$ cat src/rtl/prt_lb_arb_if.sv
// prt_dp_lb_if: single-port local-bus connection (master side drives lb_out).
//   adr   word address, P_ADR_WIDTH bits
//   wr/rd one-cycle write / read strobes
//   din   write data (master to slave)
//   dout  read data (slave to master)
//   vld   one-cycle read-data strobe from the slave
interface prt_dp_lb_if #(
  parameter int unsigned P_ADR_WIDTH = 16
) ();
  logic [P_ADR_WIDTH-1:0] adr;
  logic                   wr;
  logic                   rd;
  logic [31:0]            din;
  logic [31:0]            dout;
  logic                   vld;

  modport lb_out (output adr, wr, rd, din, input dout, vld);
  modport lb_in  (input adr, wr, rd, din, output dout, vld);
endinterface

$ cat src/rtl/prt_lb_arb.sv
// prt_lb_arb: two-master local-bus arbiter with one outstanding transaction and
// round-robin fairness between master 0 and master 1.
//
// Ports:
//   CLK_IN, RST_IN                 clock, synchronous active-high reset
//   Mx_ADR_IN / Mx_DAT_IN          request address / write data
//   Mx_WR_IN / Mx_RD_IN            level requests, held until RDY (WR wins over RD)
//   Mx_RDY_OUT                     request accepted this cycle (combinational)
//   Mx_DAT_OUT / Mx_VLD_OUT        read data and its one-cycle strobe
//   LB_DWN_IF                      downstream bus (prt_dp_lb_if.lb_out)
//   STA_TMO_OUT                    sticky read-timeout flag
//
// Build option: define PRT_LB_ARB_TIMEOUT_EN to compile in the read timeout.
// Without it a read waits for the slave indefinitely and STA_TMO_OUT is 0.
module prt_lb_arb #(
  parameter int unsigned P_ADR_WIDTH  = 16,
  parameter int unsigned P_TMO_CYCLES = 1024,
  parameter logic [31:0] P_TMO_DAT    = 32'hDEAD_DEAD
) (
  input  logic                   CLK_IN,
  input  logic                   RST_IN,
  input  logic [P_ADR_WIDTH-1:0] M0_ADR_IN,
  input  logic                   M0_WR_IN,
  input  logic                   M0_RD_IN,
  input  logic [31:0]            M0_DAT_IN,
  output logic                   M0_RDY_OUT,
  output logic [31:0]            M0_DAT_OUT,
  output logic                   M0_VLD_OUT,
  input  logic [P_ADR_WIDTH-1:0] M1_ADR_IN,
  input  logic                   M1_WR_IN,
  input  logic                   M1_RD_IN,
  input  logic [31:0]            M1_DAT_IN,
  output logic                   M1_RDY_OUT,
  output logic [31:0]            M1_DAT_OUT,
  output logic                   M1_VLD_OUT,
  prt_dp_lb_if.lb_out            LB_DWN_IF,
  output logic                   STA_TMO_OUT
);

  typedef enum logic [1:0] {StIdle, StIssue, StWaitRd} state_e;

  state_e state_q, state_d;

  logic                   req0, req1;
  logic                   gnt0, gnt1;
  logic                   accept;
  logic                   last_q;   // 1: M1 was served last
  logic [P_ADR_WIDTH-1:0] adr_q;
  logic [31:0]            din_q;
  logic                   op_wr_q;
  logic                   own_q;    // owner of the current transaction (1 = M1)
  logic [31:0]            dat0_q, dat1_q;
  logic                   vld0_q, vld1_q;
  logic                   tmo_hit;
  logic                   rd_done;
  logic [31:0]            rd_dat;

  assign req0 = M0_WR_IN | M0_RD_IN;
  assign req1 = M1_WR_IN | M1_RD_IN;

  // On a tie the master not served last wins.
  assign gnt0 = req0 & (~req1 | last_q);
  assign gnt1 = req1 & (~req0 | ~last_q);

  // ---------------------------------------------------------------------------
  // FSM: state register
  // ---------------------------------------------------------------------------
  always_ff @(posedge CLK_IN) begin
    if (RST_IN) begin
      state_q <= StIdle;
    end else begin
      state_q <= state_d;
    end
  end

  // ---------------------------------------------------------------------------
  // FSM: next state
  // ---------------------------------------------------------------------------
  always_comb begin
    state_d = state_q;
    unique case (state_q)
      StIdle:   if (gnt0 | gnt1) state_d = StIssue;
      StIssue:  state_d = op_wr_q ? StIdle : StWaitRd;
      StWaitRd: if (rd_done) state_d = StIdle;
      default:  state_d = StIdle;
    endcase
  end

  // ---------------------------------------------------------------------------
  // FSM: outputs (gated by reset so nothing is granted or strobed meanwhile)
  // ---------------------------------------------------------------------------
  always_comb begin
    M0_RDY_OUT   = 1'b0;
    M1_RDY_OUT   = 1'b0;
    LB_DWN_IF.wr = 1'b0;
    LB_DWN_IF.rd = 1'b0;
    if (!RST_IN) begin
      unique case (state_q)
        StIdle: begin
          M0_RDY_OUT = gnt0;
          M1_RDY_OUT = gnt1;
        end
        StIssue: begin
          LB_DWN_IF.wr = op_wr_q;
          LB_DWN_IF.rd = ~op_wr_q;
        end
        default: ;
      endcase
    end
  end

  assign accept = M0_RDY_OUT | M1_RDY_OUT;

  // ---------------------------------------------------------------------------
  // Request capture
  // ---------------------------------------------------------------------------
  always_ff @(posedge CLK_IN) begin
    if (RST_IN) begin
      last_q  <= 1'b1;
      own_q   <= 1'b0;
      op_wr_q <= 1'b0;
      adr_q   <= '0;
      din_q   <= '0;
    end else if (accept) begin
      last_q  <= M1_RDY_OUT;
      own_q   <= M1_RDY_OUT;
      // WR and RD together is a write.
      op_wr_q <= M1_RDY_OUT ? M1_WR_IN  : M0_WR_IN;
      adr_q   <= M1_RDY_OUT ? M1_ADR_IN : M0_ADR_IN;
      din_q   <= M1_RDY_OUT ? M1_DAT_IN : M0_DAT_IN;
    end
  end

  assign LB_DWN_IF.adr = adr_q;
  assign LB_DWN_IF.din = din_q;

  // ---------------------------------------------------------------------------
  // Read timeout
  // ---------------------------------------------------------------------------
`ifdef PRT_LB_ARB_TIMEOUT_EN
  localparam int unsigned TmoW = (P_TMO_CYCLES > 1) ? $clog2(P_TMO_CYCLES) : 1;

  logic [TmoW-1:0] tmo_cnt_q;
  logic            sta_tmo_q;

  assign tmo_hit = (tmo_cnt_q == TmoW'(P_TMO_CYCLES - 1));

  // Counts cycles spent in WAIT_RD; zero on entry.
  always_ff @(posedge CLK_IN) begin
    if (RST_IN || (state_q != StWaitRd)) begin
      tmo_cnt_q <= '0;
    end else if (!tmo_hit) begin
      tmo_cnt_q <= tmo_cnt_q + 1'b1;
    end
  end

  always_ff @(posedge CLK_IN) begin
    if (RST_IN) begin
      sta_tmo_q <= 1'b0;
    end else if ((state_q == StWaitRd) && tmo_hit && !LB_DWN_IF.vld) begin
      sta_tmo_q <= 1'b1;
    end
  end

  assign STA_TMO_OUT = sta_tmo_q;
  // A real answer arriving on the timeout cycle takes priority.
  assign rd_dat      = LB_DWN_IF.vld ? LB_DWN_IF.dout : P_TMO_DAT;
`else
  logic unused_tmo;

  assign unused_tmo  = ^{P_TMO_DAT, P_TMO_CYCLES};
  assign tmo_hit     = 1'b0;
  assign STA_TMO_OUT = 1'b0;
  assign rd_dat      = LB_DWN_IF.dout;
`endif

  // ---------------------------------------------------------------------------
  // Read return; vld outside WAIT_RD is ignored
  // ---------------------------------------------------------------------------
  assign rd_done = (state_q == StWaitRd) & (LB_DWN_IF.vld | tmo_hit);

  always_ff @(posedge CLK_IN) begin
    if (RST_IN) begin
      vld0_q <= 1'b0;
      vld1_q <= 1'b0;
      dat0_q <= '0;
      dat1_q <= '0;
    end else begin
      vld0_q <= rd_done & ~own_q;
      vld1_q <= rd_done & own_q;
      if (rd_done && !own_q) dat0_q <= rd_dat;
      if (rd_done && own_q)  dat1_q <= rd_dat;
    end
  end

  assign M0_VLD_OUT = vld0_q;
  assign M1_VLD_OUT = vld1_q;
  assign M0_DAT_OUT = dat0_q;
  assign M1_DAT_OUT = dat1_q;

endmodule
$ cat src/flat_wrapper.sv
// flat-port wrapper written by rule: the top's interface ports become plain ports
module prt_lb_arb_flat 
#(
  parameter int unsigned P_ADR_WIDTH  = 16,
  parameter int unsigned P_TMO_CYCLES = 1024,
  parameter logic [31:0] P_TMO_DAT    = 32'hDEAD_DEAD
)
  (CLK_IN, RST_IN, M0_ADR_IN, M0_WR_IN, M0_RD_IN, M0_DAT_IN, M0_RDY_OUT, M0_DAT_OUT, M0_VLD_OUT, M1_ADR_IN, M1_WR_IN, M1_RD_IN, M1_DAT_IN, M1_RDY_OUT, M1_DAT_OUT, M1_VLD_OUT, STA_TMO_OUT, LB_DWN_IF_adr, LB_DWN_IF_wr, LB_DWN_IF_rd, LB_DWN_IF_din, LB_DWN_IF_dout, LB_DWN_IF_vld);
  prt_dp_lb_if #(.P_ADR_WIDTH(P_ADR_WIDTH)) LB_DWN_IF_i ();
  input  logic CLK_IN;
  input  logic RST_IN;
  input  logic [P_ADR_WIDTH-1:0] M0_ADR_IN;
  input  logic M0_WR_IN;
  input  logic M0_RD_IN;
  input  logic [31:0] M0_DAT_IN;
  output logic M0_RDY_OUT;
  output logic [31:0] M0_DAT_OUT;
  output logic M0_VLD_OUT;
  input  logic [P_ADR_WIDTH-1:0] M1_ADR_IN;
  input  logic M1_WR_IN;
  input  logic M1_RD_IN;
  input  logic [31:0] M1_DAT_IN;
  output logic M1_RDY_OUT;
  output logic [31:0] M1_DAT_OUT;
  output logic M1_VLD_OUT;
  output logic STA_TMO_OUT;
  output wire logic [$bits(LB_DWN_IF_i.adr)-1:0] LB_DWN_IF_adr;
  output wire logic [$bits(LB_DWN_IF_i.wr)-1:0] LB_DWN_IF_wr;
  output wire logic [$bits(LB_DWN_IF_i.rd)-1:0] LB_DWN_IF_rd;
  output wire logic [$bits(LB_DWN_IF_i.din)-1:0] LB_DWN_IF_din;
  input wire logic [$bits(LB_DWN_IF_i.dout)-1:0] LB_DWN_IF_dout;
  input wire logic [$bits(LB_DWN_IF_i.vld)-1:0] LB_DWN_IF_vld;
  assign LB_DWN_IF_adr = LB_DWN_IF_i.adr;
  assign LB_DWN_IF_wr = LB_DWN_IF_i.wr;
  assign LB_DWN_IF_rd = LB_DWN_IF_i.rd;
  assign LB_DWN_IF_din = LB_DWN_IF_i.din;
  assign LB_DWN_IF_i.dout = LB_DWN_IF_dout;
  assign LB_DWN_IF_i.vld = LB_DWN_IF_vld;
  prt_lb_arb #(.P_ADR_WIDTH(P_ADR_WIDTH), .P_TMO_CYCLES(P_TMO_CYCLES), .P_TMO_DAT(P_TMO_DAT)) u_core (.CLK_IN(CLK_IN), .RST_IN(RST_IN), .M0_ADR_IN(M0_ADR_IN), .M0_WR_IN(M0_WR_IN), .M0_RD_IN(M0_RD_IN), .M0_DAT_IN(M0_DAT_IN), .M0_RDY_OUT(M0_RDY_OUT), .M0_DAT_OUT(M0_DAT_OUT), .M0_VLD_OUT(M0_VLD_OUT), .M1_ADR_IN(M1_ADR_IN), .M1_WR_IN(M1_WR_IN), .M1_RD_IN(M1_RD_IN), .M1_DAT_IN(M1_DAT_IN), .M1_RDY_OUT(M1_RDY_OUT), .M1_DAT_OUT(M1_DAT_OUT), .M1_VLD_OUT(M1_VLD_OUT), .LB_DWN_IF(LB_DWN_IF_i), .STA_TMO_OUT(STA_TMO_OUT));
endmodule
$ cat config.mk
export PLATFORM = sky130hd
export DESIGN_NAME = prt_lb_arb_flat
export DESIGN_NICKNAME = d
export VERILOG_FILES = /design/src/rtl/prt_lb_arb_if.sv /design/src/rtl/prt_lb_arb.sv /design/src/flat_wrapper.sv
export SDC_FILE = /design/constraint.sdc
export NUM_CORES = 1
export LEC_CHECK = 0
export BUFFER_PORTS_ARGS = -buffer_cell sky130_fd_sc_hd__buf_4
export CORE_MARGIN = 2
export CORE_UTILIZATION = 52
export DETAILED_ROUTE_END_ITERATION = 8
export MAX_ROUTING_LAYER = met4
export PLACE_DENSITY = 0.89
export SLEW_MARGIN = 10
export SYNTH_ARGS = -nofsm -noshare
export SYNTH_HDL_FRONTEND = slang
export SYNTH_SLANG_ARGS = --single-unit
export TNS_END_PERCENT = 1
$ cat constraint.sdc
create_clock -name CLK_IN -period 3.6 [get_ports CLK_IN]
set_input_delay 0.9 -clock CLK_IN [delete_from_list [all_inputs] [get_ports CLK_IN]]
set_output_delay 0.9 -clock CLK_IN [all_outputs]
set_load 0.02 [all_outputs]
* After elaboration in Yosys (flattened, before gate mapping)
Cells that the tools add are included.
** Storage, ports and cells
- Flip-flop bits (word level) :: 119
- Input port bits :: 135
- Output and inout bits :: 119
- Word-level logic and storage cells :: 50
** Operators by class
- Eq/ne operators :: 4
- Multiplexer cells :: 15
- Bitwise operators :: 16
- Reduce and logical (&&, ||, !) cells :: 5
** Operators with widths (count)
- two-way mux 32 bit :: 1
- two-way mux 16 bit :: 1
- two-way mux 1 bit :: 9
- two-way mux 2 bit :: 3
- bitwise OR 1 bit :: 6
- case mux 2 bit (3 select lines) :: 1
- AND 1 bit :: 5
- inverter 1 bit :: 5
- != test 2 x 1 -> 1 bit (second input constant) :: 2
- equality test 2 x 1 -> 1 bit (second input constant) :: 1
- equality test 2 bit (second input constant) :: 1
- logical AND 1 bit :: 2
- zero test 2 bit :: 1
- AND reduction 2 bit :: 1
- zero test 1 bit :: 1

* Logic depth before layout (Yosys ltp)
Gate-level depths: netlist (run 1).
- Word-level depth :: 7
- Mapped depth :: 6
- Gate-level depth less buffers :: 3

* Least setup slack after synthesis (run 1)
Ideal clock, no wire load.
- Kind :: in2out
- From :: input port RST_IN
- To :: output port LB_DWN_IF_rd
- Arrival :: 2025 ps
- Data required time :: 2700 ps
- Setup slack :: 675 ps
- Cell stages on the path :: 3
- Path buffers :: 2
- Path through :: buf_4 > buf_1 > nor4b_1
** Between the ends
- Word-level cells in the longest chain between the ends :: 1
** RTL lines
- from (decl) :: RTL line flat_wrapper.sv:11 : input logic RST_IN;
- two-way mux 1 bit :: RTL line prt_lb_arb.sv:97 : if (!RST_IN) begin
- to (decl) :: RTL line flat_wrapper.sv:29 : output wire logic [$bits(LB_DWN_IF_i.rd)-1:0] LB_DWN_IF_rd;
No other way between the ends.

* Worst setup path in the final report (run 1)
- From :: input port M1_WR_IN
- To :: output port M1_RDY_OUT
** Between the ends
- Word-level cells in the longest chain between the ends :: 4
** RTL lines
- from (decl) :: RTL line flat_wrapper.sv:20 : input logic M1_WR_IN;
- bitwise OR 1 bit :: RTL line prt_lb_arb.sv:59 : assign req1 = M1_WR_IN | M1_RD_IN;
- AND 1 bit :: RTL line prt_lb_arb.sv:63 : assign gnt1 = req1 & (~req0 | ~last_q);
- two-way mux 1 bit :: RTL line prt_lb_arb.sv:98 : unique case (state_q)
- two-way mux 1 bit :: RTL line prt_lb_arb.sv:97
- to (decl) :: RTL line flat_wrapper.sv:23 : output logic M1_RDY_OUT;
No other way between the ends.

==> results.tsv, run 1 <==
stage	metric	value	unit
status	status	finished, final reports clean	
synth	Post-synth EDFFs	0	
layout	synthesis-to-layout area growth	38.89	%
timing	Slew @ Worst Pin	1.046	ns
synth	count leader, synth	nand2_1	
synth	Commonest cells post-synth	nand2_1, dfxtp_1, a21oi_1, inv_1, o311ai_4	
critical_path	Req. time, crit path	2.70	ns
clock_network	post-CTS setup buffer count	0	
synth	Post-Synthesis Cells	607	
global_route	initial antenna violation count	0	
power	cell internal pwr	2.780	mW
floorplanning	Ports	254	
critical_path	kind of critical path	in2out	
place	half-perimeter wire length after placement	12010	µm
place	placed insts	943	
global_route	GRT Util Overall	28.72	%
critical_path	Critical Path AT	1.70	ns
critical_path	CP endpoint	M1_RDY_OUT	
floorplanning	die width	111.6	µm
critical_path	Critical Path Start Type	primary input	
critical_path	RR Startpoint	u_core.state_q[0]	
layout	Cell Count, Final, Fillers Out	975	
synth	Ys Warns	0	
timing	crit path time final	2.599	ns
run	maxcap violations	0	
clock_network	CTS Buf Count	17	
layout	fillcell total	800	
synth	synthesized area per cell	9.927	µm²
global_route	global-route wire length before repair	28380	µm
synth	largest cells by area after synthesis	dfxtp_1, o311ai_4, nand2_1	
global_route	gr ovfl total	0	
timing	Slew headroom	30.26	%
global_route	largest net degree at the start of global routing	74	
clock_network	H-tree level count	4	
timing	Setup TNS	0	ns
global_route	vias in the first global route	5740	
power	sequential cell fraction of total power	37.0	%
critical_path	type of element capturing the critical path	primary output	
timing	Final period util	72.19	%
floorplanning	die height	111.6	µm
layout	n_diodes	0	
synth	Syn Nets	742	
synth	Synth top area share	39.53	%
clock_network	CTS tree	built	
drt	WL final	17510	µm
critical_path	Reg2Reg Depth	5	
place	DP Area	0.007812	mm²
drt	via count	5619	
place	Port Buf Inserts	252	
critical_path	Setup crit start	M1_WR_IN	
power	Power Density	488.1	mW/mm²
synth	Synth area leader	dfxtp_1	
drt	vias per cell	5.763	
floorplanning	initial core utilization	53.00	%
clock_network	clk root buf	clkbuf_16	
timing	setup repair after global routing missed its margin	false	
timing	clk_skew	0.004983	ns
power	Sw Ratio	31.93	%
clock_network	deepest clock path buffer count	2	
synth	number of synthesized register bits	119	
timing	final hold violations	0	
clock_network	clock sinks	119	
power	Max rail drop VDD	374.1	µV
power	Logic pwr share	24.5	%
timing	FMAX	384.8	MHz
power	Psw	1.304	mW
synth	most common flop cell mapped by yosys	dfxtp_1	
layout	fin nets	954	
clock_network	worst skew pair latency	0.40	ns
power	Clk pwr share	38.5	%
clock_network	# hold bufs at CTS	0	
layout	layout cells sized above 1	42.79	%
power	leakage power	3.473	nW
clock_network	CTS resizes	0	
clock_network	clk slew on worst S/H paths	0.06	ns
critical_path	register-to-register setup slack	1.67	ns
synth	Synth cell types	33	
layout	Finished Core Util	73.61	%
layout	cell area after layout	0.008369	mm²
place	RePlAce Congestion	0.8449	
synth	post-synth design cell area	0.006026	mm²
critical_path	Reg-to-Reg End	u_core.LB_DWN_IF.din[17]	
synth	ys async rst share	0	%
floorplanning	Core ar.	0.01137	mm²
drt	Remaining DRCs	0	
drt	Pre-antenna DRT Iters	5	
drt	Iter 0 DRT Violations	692	
critical_path	largest fanout on the critical path	3	
synth	post-synthesis sequential area ratio	39.53	%
floorplanning	num rows	39	
floorplanning	die area	0.01246	mm²
timing	Max Transition Viols Final	0	
worst_hold_path	worst hold path class	reg2reg	
drt	Routed Antenna Nets	0	
timing	Final setup violation count	0	
drt	routed len/inst	17.96	µm
[logic make-up (layout without fill, tap and decap cells)]
family | count (synthesis) | after routing | share of synthesized area (%)
simple gates | 194 | 194 | 15.12
compound gates | 169 | 169 | 34.74
buf+inv | 124 | 349 | 10.55
flops | 119 | 119 | 39.53
other cells | 1 | 1 | 0.06223
[flip-flops by register name, summed over array words and instances, names as in the netlist]
| signal | cells |
|---|---|
| u_core.LB_DWN_IF.adr | 16 |
| u_core.LB_DWN_IF.din | 32 |
| u_core.M0_DAT_OUT | 32 |
| u_core.M0_VLD_OUT | 1 |
| u_core.M1_DAT_OUT | 32 |
| u_core.M1_VLD_OUT | 1 |
| u_core.last_q | 1 |
| u_core.op_wr_q | 1 |
| u_core.own_q | 1 |
| u_core.state_q | 2 |
[power by group through the flow]
stage	clock (mW)	combinational, mW	sequential, mW
3_3_place_gp	0	0.968	1.53
5_1_grt	1.66	1.06	1.52
4_1_cts	1.59	1.00	1.51
6_report	1.57	1.00	1.51
2_1_floorplan	0	0.558	1.62
3_5_place_dp	0	0.998	1.53
[cell type report]
cell class	instances	area, µm²	share of cell area, %
multi-input combinational	364	3042	36.34
sequential	119	2384	28.48
timing repair buffer	267	2021	24.14
clock buffer	18	439.2	5.247
inverter	50	187.7	2.242
tap	143	178.9	2.138
clock inverter	14	117.6	1.405
[critical path, stage by stage]
cell and delay [ns]:
buf_4 0.13, or2_2 0.30, and3_1 0.20, buf_4 0.17
[stage by stage]
step	hold slack, ns	setup WS [ns]	total power, mW
after global placement	0.4426	0.9997	2.499
final	0.4543	1.001	4.085
after detailed placement	0.4485	0.9939	2.529
after CTS	0.4570	0.9943	4.100
after floorplan	0.4753	0.6752	2.182
after global routing	0.4792	0.9712	4.233
[cell usage in the layout (no fill, tap or decap), types with 2 or more instances in the layout]
| master | count |
|---|---|
| o311ai_4 | 49 |
| inv_6 | 4 |
| clkbuf_16 | 17 |
| dfxtp_1 | 118 |
| or2_2 | 2 |
| clkinv_4 | 5 |
| buf_4 | 265 |
| nor4b_1 | 2 |
| nor2_1 | 4 |
| nand4_1 | 48 |
| a21oi_1 | 66 |
| o2111ai_1 | 48 |
| inv_1 | 50 |
| nand2_1 | 128 |
| clkinvlp_4 | 3 |
[layer usage]
| layer | wire length, µm | share of wire, % | track usage (%) | vias up |
|---|---|---|---|---|
| li1 | - | - | - | 2643 |
| met1 | 6832 | 39 | 32.98 | 2638 |
| met2 | 8827 | 50 | 47.47 | 288 |
| met3 | 1234 | 7.0 | 6.750 | 50 |
| met4 | 618 | 3.5 | 13.50 | 0 |
| met5 | 0 | 0 | - | - |
[worst min path at each step]
stage | depth (start not counted) | slack [ns] | end | from
2_1_floorplan | 2 | 0.48 | u_core.own_q | u_core.own_q
3_3_place_gp | 2 | 0.44 | u_core.M1_DAT_OUT[16] | u_core.M1_DAT_OUT[16]
3_5_place_dp | 2 | 0.45 | u_core.M1_DAT_OUT[18] | u_core.M1_DAT_OUT[18]
4_1_cts | 2 | 0.46 | u_core.M0_DAT_OUT[25] | u_core.M0_DAT_OUT[25]
5_1_grt | 2 | 0.48 | u_core.M1_DAT_OUT[7] | u_core.M1_DAT_OUT[7]
6_report | 2 | 0.45 | u_core.M0_DAT_OUT[25] | u_core.M0_DAT_OUT[25]
No activity file was read; power rests on OpenSTA's default activity.
==> run 2: changes to the inputs <==
- CORE_UTILIZATION: 52 -> 48
- PLACE_DENSITY: 0.89 -> 0.83
- clock period: 3.6 -> 2.48 ns (I/O delays scaled with it)
==> run 2 against run 1 <==
Clock power up 62%. Sequential cell count unchanged. Via count down 0.18%. Critical path type is now reg2out.
==> results.tsv, run 2 (synthesized netlist as in run 1, its figures left out) <==
stage	metric	value	unit	change
global_route	largest net degree at the start of global routing	71		-4.1%
floorplanning	die area	0.01347	mm²	+8.0%
critical_path	CP endpoint	M1_RDY_OUT		
floorplanning	die width	116.0	µm	+3.9%
drt	Iter 0 DRT Violations	465		-33%
drt	Pre-antenna DRT Iters	6		+1
place	half-perimeter wire length after placement	12040	µm	+0.29%
clock_network	CTS Buf Count	17		unchanged
layout	fin nets	956		+0.21%
critical_path	Largest stage delay, worst path	0.42	ns	+0.12 ns
drt	highest routed metal layer	met4		
clock_network	clk slew on worst S/H paths	0.05	ns	about the same
run	maxcap violations	0		unchanged
drt	Routed Antenna Nets	0		unchanged
floorplanning	die height	116.0	µm	+3.9%
floorplanning	Ports	254		unchanged
clock_network	clock sinks	119		unchanged
power	leakage power	3.509	nW	+1.0%
power	Max rail drop VDD	388.4	µV	+3.8%
timing	worst hold slack	0.4544	ns	+0.00005700 ns
layout	layout cells sized above 1	42.48	%	-0.31 points
critical_path	type of element capturing the critical path	primary output		
timing	crit path time final	2.133	ns	
critical_path	Critical Path Start Type	register		
drt	wire length on met1	6923	µm	+1.3%
critical_path	Critical Path AT	1.51	ns	-0.19 ns
clock_network	H-tree level count	4		unchanged
layout	most common cell after layout, fill and taps aside	buf_4		
global_route	GRT Util Overall	26.65	%	-2.1 points
timing	FMAX	468.9	MHz	
timing	Max Transition Viols Final	0		unchanged
drt	Remaining DRCs	0		unchanged
worst_hold_path	WHS Path Cells	2		unchanged
layout	Finished Core Util	69.82	%	-3.8 points
global_route	global-route wire length before repair	27500	µm	-3.1%
power	Power Density	732.4	mW/mm²	+50%
place	RePlAce Congestion	0.8787		+4.0%
critical_path	Setup crit start	u_core.state_q[0]		
critical_path	Reg-to-Reg End	u_core.LB_DWN_IF.adr[7]		
place	Port Buf Inserts	252		unchanged
timing	Setup TNS	0	ns	unchanged
clock_network	CTS tree	built		
timing	Final period util	86.00	%	
critical_path	Reg2Reg Depth	4		-1
clock_network	clk root buf	clkbuf_16		
place	DP Area	0.007859	mm²	+0.59%
clock_network	worst skew pair latency	0.41	ns	about the same
layout	commonest non-fill, non-tap cells in the layout	buf_4, nand2_1, dfxtp_1, a21oi_1, inv_1		
status	status	finished, final reports clean		
layout	cell area after layout	0.008457	mm²	+1.0%
timing	setup repair after global routing missed its margin	false		
drt	metal2 WL	9265	µm	+5.0%
drt	routed len/inst	17.85	µm	-0.61%
timing	Final setup violation count	0		unchanged
global_route	initial antenna violation count	0		unchanged
timing	final hold violations	0		unchanged
clock_network	deepest clock path buffer count	2		unchanged
layout	synthesis-to-layout area growth	40.34	%	
drt	via count	5609		-0.18%
timing	Slew headroom	37.55	%	+7.3 points
clock_network	post-CTS setup buffer count	0		unchanged
worst_hold_path	worst hold path class	reg2reg		
critical_path	cell chain of the critical path	nor3_4, and3_1, buf_4		
clock_network	CTS resizes	0		unchanged
critical_path	RR Startpoint	u_core.state_q[0]		
critical_path	largest fanout on the critical path	9		+6
critical_path	kind of critical path	reg2out		
clock_network	# hold bufs at CTS	0		unchanged
drt	vias per cell	5.615		-2.6%
drt	metal3 WL	1120	µm	-9.2%
drt	WL final	17830	µm	+1.8%
floorplanning	initial core utilization	49.75	%	-3.2 points
worst_hold_path	min-delay src	u_core.M0_DAT_OUT[0]		
critical_path	Req. time, crit path	1.86	ns	-0.84 ns
global_route	gr ovfl total	0		unchanged
floorplanning	Core ar.	0.01211	mm²	+6.5%
global_route	vias in the first global route	5515		-3.9%
layout	n_diodes	0		unchanged
floorplanning	num rows	40		+2.6%
timing	clk_skew	0.005311	ns	+0.0003283 ns
critical_path	critical path's slowest cell	dfxtp_1		
critical_path	register-to-register setup slack	0.64	ns	-1.03 ns
timing	Slew @ Worst Pin	0.9368	ns	-0.1093 ns
[run 2: stage by stage]
| step | worst slack (ns) | power, mW | cells |
|---|---|---|---|
| 6_report | 0.3472 | 6.194 | 999 |
| 5_1_grt | 0.2246 | 6.405 | 999 |
| 4_1_cts | 0.3186 | 6.214 | 999 |
| 3_5_place_dp | 0.3832 | 3.674 | 970 |
| 3_3_place_gp | 0.4176 | 3.634 | 970 |
| 2_1_floorplan | 0.1152 | 3.167 | 607 |
[run 2: critical path, delay by kind of cell (launching register included)]
family | cells | cell delay [ns]
buffers and inverters | 1 | 0.16
flip-flops | 1 | 0.42
AND/OR/NAND/NOR | 2 | 0.53
[run 2: where the power goes]
part	internal [mW]	total, mW	leakage [nW]	switching (mW)
clock	1.69	2.54	0.292	0.858
combinational	0.644	1.47	2.25	0.824
sequential	2.07	2.18	0.972	0.110
total	4.40	6.19	3.51	1.79
[run 2: how the worst min path moves through the flow]
stage	to	slack, ns
after global routing	u_core.M0_DAT_OUT[25]	0.46
after global placement	u_core.M1_DAT_OUT[26]	0.44
final	u_core.M0_DAT_OUT[0]	0.45
after CTS	u_core.M0_DAT_OUT[0]	0.45
after detailed placement	u_core.M1_DAT_OUT[20]	0.45
after floorplan	u_core.own_q	0.48
[run 2: cell type report]
| type | instances | area (µm²) |
|---|---|---|
| clock buffers | 20 | 446.7 |
| clock inverters | 9 | 151.4 |
| fillers | 940 | 3655 |
| inverters | 50 | 187.7 |
| multi-input cells | 364 | 3042 |
| flip-flops and latches | 119 | 2384 |
| well taps | 168 | 210.2 |
| repair buffers | 269 | 2036 |
[run 2: routing by layer]
layer  vias to the layer above  track usage [%]
met3                        45            4.969
li1                       2636                -
met4                         0            13.73
met2                       270            45.19
met5                         -                -
met1                      2658            29.96
